**src/rtl/ddr_rd_arbiter_pkg.sv**
```systemverilog
// Shared definitions for the DDR read-port arbiter: FSM encoding, DDR bus widths
// and the frame buffer base addresses used by every frame reader.
package ddr_rd_arbiter_pkg;

  typedef enum logic [1:0] {
    ST_IDLE      = 2'd0,
    ST_ISSUE     = 2'd1,
    ST_WAIT_DATA = 2'd2
  } arb_state_e;

  localparam int DDR_ADDR_W = 27;
  localparam int DDR_DATA_W = 128;

  // Frame buffer bases shared by the UART dump, HDR merge and display readers
  localparam logic [DDR_ADDR_W-1:0] FRAME_BASE_LOW  = 27'h000_0000;
  localparam logic [DDR_ADDR_W-1:0] FRAME_BASE_MID  = 27'h009_6000;
  localparam logic [DDR_ADDR_W-1:0] FRAME_BASE_HIGH = 27'h012_C000;
  localparam logic [DDR_ADDR_W-1:0] FRAME_BASE_HDR  = 27'h01C_2000;

endpackage

```
**src/rtl/ddr_rd_arbiter_pick.sv**
```systemverilog
// Combinational round-robin picker: first requesting index at or after ptr,
// wrapping modulo N_REQ.
module rr_priority_pick #(
  parameter int N_REQ = 3,
  parameter int IDX_W = $clog2(N_REQ)
) (
  input  logic [N_REQ-1:0] req,
  input  logic [IDX_W-1:0] ptr,
  output logic             valid,
  output logic [IDX_W-1:0] idx
);

  // Scan ptr, ptr+1, ... and keep the first hit only
  always_comb begin
    int  cand;
    logic hit;
    cand  = 0;
    hit   = 1'b0;
    valid = 1'b0;
    idx   = '0;
    for (int k = 0; k < N_REQ; k++) begin
      cand  = (int'(ptr) + k) % N_REQ;
      hit   = req[IDX_W'(cand)] && !valid;
      idx   = hit ? IDX_W'(cand) : idx;
      valid = valid | hit;
    end
  end

endmodule

```
**src/rtl/ddr_rd_arbiter.sv**
```systemverilog
// Round-robin arbiter sharing one DDR read port between N_REQ frame readers,
// one outstanding read at a time, with a data-return watchdog.
module ddr_rd_arbiter
  import ddr_rd_arbiter_pkg::*;
#(
  parameter int N_REQ   = 3,
  parameter int ADDR_W  = DDR_ADDR_W,
  parameter int DATA_W  = DDR_DATA_W,
  parameter int TIMEOUT = 1024
) (
  input  logic                       clk,
  input  logic                       rst,
  input  logic [N_REQ-1:0]           req_rd,
  input  logic [N_REQ*ADDR_W-1:0]    req_addr,
  output logic [N_REQ-1:0]           req_ack,
  output logic [DATA_W-1:0]          req_data,
  output logic [N_REQ-1:0]           req_data_valid,
  output logic                       mem_rd_req,
  output logic [ADDR_W-1:0]          mem_rd_addr,
  input  logic                       mem_ack,
  input  logic [DATA_W-1:0]          mem_rd_data,
  input  logic                       mem_rd_valid,
  output logic [$clog2(N_REQ)-1:0]   grant_id,
  output logic                       busy,
  output logic                       timeout_err,
  output logic                       stray_err
);

  localparam int ID_W = $clog2(N_REQ);
  localparam int WD_W = $clog2(TIMEOUT);
  localparam logic [WD_W-1:0] WD_LAST = WD_W'(TIMEOUT - 1);

  arb_state_e         state_r, state_next_s;
  logic [ID_W-1:0]    ptr_r, ptr_next_s;
  logic [ID_W-1:0]    grant_id_r, grant_next_s;
  logic [WD_W-1:0]    wd_r, wd_next_s;
  logic               mem_rd_req_r, mem_req_next_s;
  logic [ADDR_W-1:0]  mem_rd_addr_r, mem_addr_next_s;
  logic [N_REQ-1:0]   req_ack_r, ack_next_s;
  logic [N_REQ-1:0]   req_dv_r, dv_next_s;
  logic [DATA_W-1:0]  req_data_r;
  logic               data_load_s;
  logic               busy_r, busy_next_s;
  logic               timeout_err_r, timeout_next_s;
  logic               stray_err_r, stray_next_s;
  logic               pick_valid_s;
  logic [ID_W-1:0]    pick_idx_s;
  logic [ADDR_W-1:0]  addr_sel_s;

  function automatic logic [N_REQ-1:0] onehot(input logic [ID_W-1:0] id);
    onehot = {{(N_REQ-1){1'b0}}, 1'b1} << id;
  endfunction

  function automatic logic [ID_W-1:0] next_ptr(input logic [ID_W-1:0] id);
    next_ptr = (id == ID_W'(N_REQ - 1)) ? {ID_W{1'b0}} : id + ID_W'(1);
  endfunction

  rr_priority_pick #(
    .N_REQ (N_REQ),
    .IDX_W (ID_W)
  ) u_pick (
    .req   (req_rd),
    .ptr   (ptr_r),
    .valid (pick_valid_s),
    .idx   (pick_idx_s)
  );

  // Address mux for the picked requester (AND-OR so no priority chain is implied)
  always_comb begin
    addr_sel_s = '0;
    for (int i = 0; i < N_REQ; i++) begin
      addr_sel_s = addr_sel_s |
                   ({ADDR_W{pick_idx_s == ID_W'(i)}} & req_addr[i*ADDR_W +: ADDR_W]);
    end
  end

  // Next-state and next-output decode; pulses default low, latches default to hold
  always_comb begin
    state_next_s    = state_r;
    ptr_next_s      = ptr_r;
    grant_next_s    = grant_id_r;
    wd_next_s       = wd_r;
    mem_req_next_s  = mem_rd_req_r;
    mem_addr_next_s = mem_rd_addr_r;
    ack_next_s      = '0;
    dv_next_s       = '0;
    data_load_s     = 1'b0;
    timeout_next_s  = 1'b0;
    stray_next_s    = 1'b0;
    case (state_r)
      ST_IDLE: begin
        stray_next_s = mem_rd_valid;
        if (pick_valid_s) begin
          grant_next_s    = pick_idx_s;
          mem_addr_next_s = addr_sel_s;
          mem_req_next_s  = 1'b1;
          state_next_s    = ST_ISSUE;
        end else begin
          state_next_s    = ST_IDLE;
        end
      end
      ST_ISSUE: begin
        if (mem_ack) begin
          mem_req_next_s = 1'b0;
          ack_next_s     = onehot(grant_id_r);
          wd_next_s      = '0;
          // Data may already be on the bus in the accept cycle
          if (mem_rd_valid) begin
            data_load_s  = 1'b1;
            dv_next_s    = onehot(grant_id_r);
            ptr_next_s   = next_ptr(grant_id_r);
            state_next_s = ST_IDLE;
          end else begin
            state_next_s = ST_WAIT_DATA;
          end
        end else begin
          stray_next_s = mem_rd_valid;
          state_next_s = ST_ISSUE;
        end
      end
      ST_WAIT_DATA: begin
        if (mem_rd_valid) begin
          data_load_s    = 1'b1;
          dv_next_s      = onehot(grant_id_r);
          ptr_next_s     = next_ptr(grant_id_r);
          state_next_s   = ST_IDLE;
        end else if (wd_r == WD_LAST) begin
          timeout_next_s = 1'b1;
          ptr_next_s     = next_ptr(grant_id_r);
          state_next_s   = ST_IDLE;
        end else begin
          wd_next_s      = wd_r + WD_W'(1);
          state_next_s   = ST_WAIT_DATA;
        end
      end
      default: begin
        mem_req_next_s = 1'b0;
        state_next_s   = ST_IDLE;
      end
    endcase
    busy_next_s = (state_next_s != ST_IDLE);
  end

  // State, grant, watchdog and output registers; rst clears everything
  always_ff @(posedge clk) begin
    if (rst) begin
      state_r       <= ST_IDLE;
      ptr_r         <= '0;
      grant_id_r    <= '0;
      wd_r          <= '0;
      mem_rd_req_r  <= 1'b0;
      mem_rd_addr_r <= '0;
      req_ack_r     <= '0;
      req_dv_r      <= '0;
      req_data_r    <= '0;
      busy_r        <= 1'b0;
      timeout_err_r <= 1'b0;
      stray_err_r   <= 1'b0;
    end else begin
      state_r       <= state_next_s;
      ptr_r         <= ptr_next_s;
      grant_id_r    <= grant_next_s;
      wd_r          <= wd_next_s;
      mem_rd_req_r  <= mem_req_next_s;
      mem_rd_addr_r <= mem_addr_next_s;
      req_ack_r     <= ack_next_s;
      req_dv_r      <= dv_next_s;
      busy_r        <= busy_next_s;
      timeout_err_r <= timeout_next_s;
      stray_err_r   <= stray_next_s;
      if (data_load_s) begin
        req_data_r  <= mem_rd_data;
      end
    end
  end

  assign req_ack        = req_ack_r;
  assign req_data       = req_data_r;
  assign req_data_valid = req_dv_r;
  assign mem_rd_req     = mem_rd_req_r;
  assign mem_rd_addr    = mem_rd_addr_r;
  assign grant_id       = grant_id_r;
  assign busy           = busy_r;
  assign timeout_err    = timeout_err_r;
  assign stray_err      = stray_err_r;

endmodule
```
**config.mk**
```make
export PLATFORM = sky130hd
export DESIGN_NAME = ddr_rd_arbiter
export DESIGN_NICKNAME = d
export VERILOG_FILES = /design/src/rtl/ddr_rd_arbiter_pkg.sv /design/src/rtl/ddr_rd_arbiter_pick.sv /design/src/rtl/ddr_rd_arbiter.sv
export SDC_FILE = /design/constraint.sdc
export NUM_CORES = 1
export LEC_CHECK = 0
export CAP_MARGIN = 20
export CORE_MARGIN = 4
export CORE_UTILIZATION = 38
export DETAILED_ROUTE_END_ITERATION = 6
export GPL_TIMING_DRIVEN = 0
export PLACE_DENSITY_LB_ADDON = 0.05
export SYNTH_ARGS = -nofsm -noshare
export SYNTH_HDL_FRONTEND = slang
export SYNTH_SLANG_ARGS = --single-unit
```
**constraint.sdc**
```tcl
create_clock -name clk -period 2 [get_ports clk]
set_input_delay 0.4 -clock clk [delete_from_list [all_inputs] [get_ports clk]]
set_output_delay 0.4 -clock clk [all_outputs]
set_load 0.02 [all_outputs]
```
==> impl_metrics.ini <==
[synthesis]
ys_warn_count = 0
synth_top_area_share_pct = 43.8
synth_area_per_cell_um2 = 8.08
ys_types = 51
synth_edf_count = 0
synth.cell_area_um2 = 8270
async_flop_share_pct = 0
syn-num-nets = 1248
ys.flop_type = dfxtp_1
yosysTopAreaCell = dfxtp_1
synth.area.top_cells = dfxtp_1 (44%), nand2_1 (13%), a21oi_1 (9.6%)
ys_seq_area_share_pct = 43.8
synth_cells = 1024
ys_ff_latch = 181

[pwr]
p_comb_share_pct = 26.0
ir_drop_mv = 0.652
powerDensity_nw_per_um2 = 700
power_switching_w = 0.00296
leakagePower_nw = 4.81
p_sw_share_pct = 30.3
power.share.sequential_pct = 40.1
totalPowerFinal_w = 0.00976
p_int_w = 0.00680
clkPwrFrac_pct = 34.0

[job]
cap_violations = 0

[worst_setup_path]
critPathLaunchType = register
reg2reg_depth = 9
cp.arrival_ps = 2610
critPathMaxFanout = 10
critPathKind = register to register
required_ps = 2350
endpoint_kind = register

[placement]
gp_congestion = 0.846
dp_cells = 1679
dpl.hpwl_mm = 22.4
port_buffers = 380

[sta]
fin_skew_ps = 15.6
period_share_pct = 113
fmax_mhz = 443
fin_crit_ps = 2260
final_max_slew_viol_count = 0
finalHoldViolCount = 0
fin_tns_setup_ps = -4330
setup_ws_ps = -257
finalSetupViolations = 31
tightestPinTransition_ps = 758
slew_headroom_pct = 49.4
rsz0062_at_grt = yes

[grt]
grt_max_degree = 19
antenna_found_initial = 0
track_usage_pct = 24.2
grt-ovfl-total = 0
grt_pass1_vias = 8834
grt_pass1_wl_mm = 47.0

[floorplan]
io_pins = 383
fp.dieH_um = 156
rows = 53
start_util_pct = 39.0
dieWidth_um = 156
core_um2 = 21200
dieArea_um2 = 24200

[detailed_routing]
drt_iter0_markers = 445
drc = 0
route.met3.wl_mm = 2.77
dr.pass1.iters = 5
vias = 8921
dr_wl_met2_mm = 14.7
wl_per_cell_um = 17.9
drt_wl_total_mm = 31.1
viasPerCell = 5.14
dr.max_layer_used = met4
met1_length_mm = 12.6
ant_nets = 0

[run_status]
violations = negative setup slack
status = complete, but fails checks

[clock_network]
cts-hold-fix-buffers = 0
numCtsBuffers = 17
cts_root_buf = clkbuf_16
path_clk_slew_ps = 70
clk_latency_ps = 440
htreeDepth = 4
clockBufferDepth = 2
tritoncts = yes
clock-sinks = 181

[layout]
fin_nets = 1674
instances_no_fill = 1737
layout-drive-gt1-share_pct = 13.8
antenna_cells = 0
area_growth_pct = 68.7

[hold_path]
hp-class = input pin to register
min_path_cells = 2
## final cells by class
class                   instances  area [um^2]
plain buffers                  82          584
clock buffers                  18          439
clock inverters                13          135
fillers                      1829         7270
inverters                       9         36.3
multi-input cells             747         4650
flip-flops and latches        181         3630
well taps                     275          344
repair buffers                412         4130
## cells in the final DEF, fill, tap and decap left out, types with 3 or more instances in the layout
master | synthesis | final
a21oi_1 | 159 | 159
a41oi_1 | 7 | 7
mux2i_1 | 32 | 13
clkbuf_4 | 0 | 4
o21bai_4 | 0 | 12
o21bai_1 | 27 | 12
dfxtp_1 | 181 | 178
nor2_1 | 21 | 19
and2_1 | 28 | 27
nand3_1 | 6 | 5
buf_12 | 2 | 5
clkbuf_2 | 0 | 19
a31oi_1 | 27 | 27
o21ai_1 | 13 | 13
a41oi_2 | 20 | 20
nand2_1 | 292 | 291
o21ai_0 | 17 | 17
nor4_1 | 5 | 5
clkinv_4 | 0 | 4
inv_1 | 9 | 7
buf_4 | 5 | 31
inv_8 | 0 | 4
clkbuf_1 | 62 | 25
clkbuf_16 | 0 | 19
ha_1 | 8 | 4
o21bai_2 | 0 | 3
xnor2_1 | 9 | 9
clkbuf_8 | 0 | 3
buf_2 | 13 | 7
buf_6 | 2 | 14
nor3_1 | 8 | 8
mux2i_2 | 0 | 7
mux2i_4 | 0 | 12
nor2_4 | 0 | 3
nand2b_1 | 5 | 5
nor3b_1 | 30 | 28
clkdlybuf4s50_1 | 0 | 379
## path summary, 6_finish.rpt
path | start | end | slack [ps]
worst max-delay path | ptr_r[0]$_SDFFE_PP0P_ | mem_rd_addr[17]$_SDFFE_PP0P_ | -260
worst min-delay path | mem_rd_valid | stray_err$_SDFF_PP0_ | 400
worst max register to register | ptr_r[0]$_SDFFE_PP0P_ | mem_rd_addr[17]$_SDFFE_PP0P_ | -260
worst min register to register | req_data[75]$_SDFFE_PP0P_ | req_data[75]$_SDFFE_PP0P_ | 450
## Yosys cell counts (2+ instances only)
| cell | instances |
|---|---|
| nand3_1 | 6 |
| clkbuf_1 | 62 |
| inv_1 | 9 |
| nand2_1 | 292 |
| xnor2_1 | 9 |
| nor2b_1 | 3 |
| ha_1 | 8 |
| nand4_1 | 2 |
| nand2b_1 | 5 |
| buf_2 | 13 |
| mux2i_1 | 32 |
| and2_1 | 28 |
| nor2_2 | 2 |
| nor4_1 | 5 |
| a41oi_2 | 20 |
| buf_6 | 2 |
| o21ai_1 | 13 |
| buf_1 | 3 |
| o211a_1 | 2 |
| dfxtp_1 | 181 |
| buf_12 | 2 |
| o21bai_1 | 27 |
| nor3_1 | 8 |
| a21o_1 | 2 |
| or3_1 | 2 |
| a31oi_1 | 27 |
| o21ai_0 | 17 |
| a22o_1 | 2 |
| buf_4 | 5 |
| a21oi_1 | 159 |
| nor3b_1 | 30 |
| nor2_1 | 21 |
| a41oi_1 | 7 |
## metal layers
layer | track usage [%] | up-vias
li1 | - | 4374
met3 | 7.63 | 59
met5 | 0 | -
met4 | 8.92 | 0
met2 | 41.2 | 369
met1 | 28.8 | 4119
## flip-flops by register name (all words and copies together) (netlist names)
signal          flops
req_data          128
state_r             2
wd_r               10
busy                1
req_data_valid      3
req_ack             3
ptr_r               2
mem_rd_req          1
stray_err           1
timeout_err         1
mem_rd_addr        27
grant_id            2
## kinds of logic after synthesis
| logic type | count (synthesis) | synth area share [%] |
|---|---|---|
| simple gates | 411 | 22.4 |
| compound gates | 287 | 22.4 |
| flops | 181 | 43.8 |
| buf+inv | 96 | 5.35 |
| mux | 32 | 3.87 |
| xor+xnor | 9 | 0.953 |
| fa+ha+maj | 8 | 1.21 |
## stage by stage
stage / hold WS [ps] / instance area, um^2 / setup WS (ps) / utilization, %
global route: 422 / 14000 / -305 / 65.8
detailed placement: 446 / 12500 / -909 / 58.8
floorplan: 466 / 8320 / -48.6 / -
CTS: 374 / 13500 / -174 / 63.8
global placement: 441 / 12500 / -965 / 58.8
finish: 397 / 14000 / -257 / 65.8
## power groups by stage
stage | registers [W] | logic [W] | clock network (W)
3_5_place_dp | 0.00397 | 0.00210 | 0
2_1_floorplan | 0.00416 | 0.000853 | 0
3_3_place_gp | 0.00397 | 0.00208 | 0
6_report | 0.00391 | 0.00253 | 0.00331
5_1_grt | 0.00393 | 0.00269 | 0.00353
4_1_cts | 0.00389 | 0.00237 | 0.00336
## critical path: stages (launching register included)
cell and delay (ps):
dfxtp_4 370, inv_4 50, ha_4 260, nor2b_2 190, o211a_1 210, buf_2 190, clkbuf_4 230, nor3b_1 400
mux2i_2 140, a41oi_2 150
## repair_timing
action                                  4_1_cts  5_1_grt
gates cloned                                  4        2
resized for setup                            96       91
buffers inserted                             17        9
pin swaps                                    10        8
endpoints found under the setup margin      173      161
(Power assumes the default switching activity.)
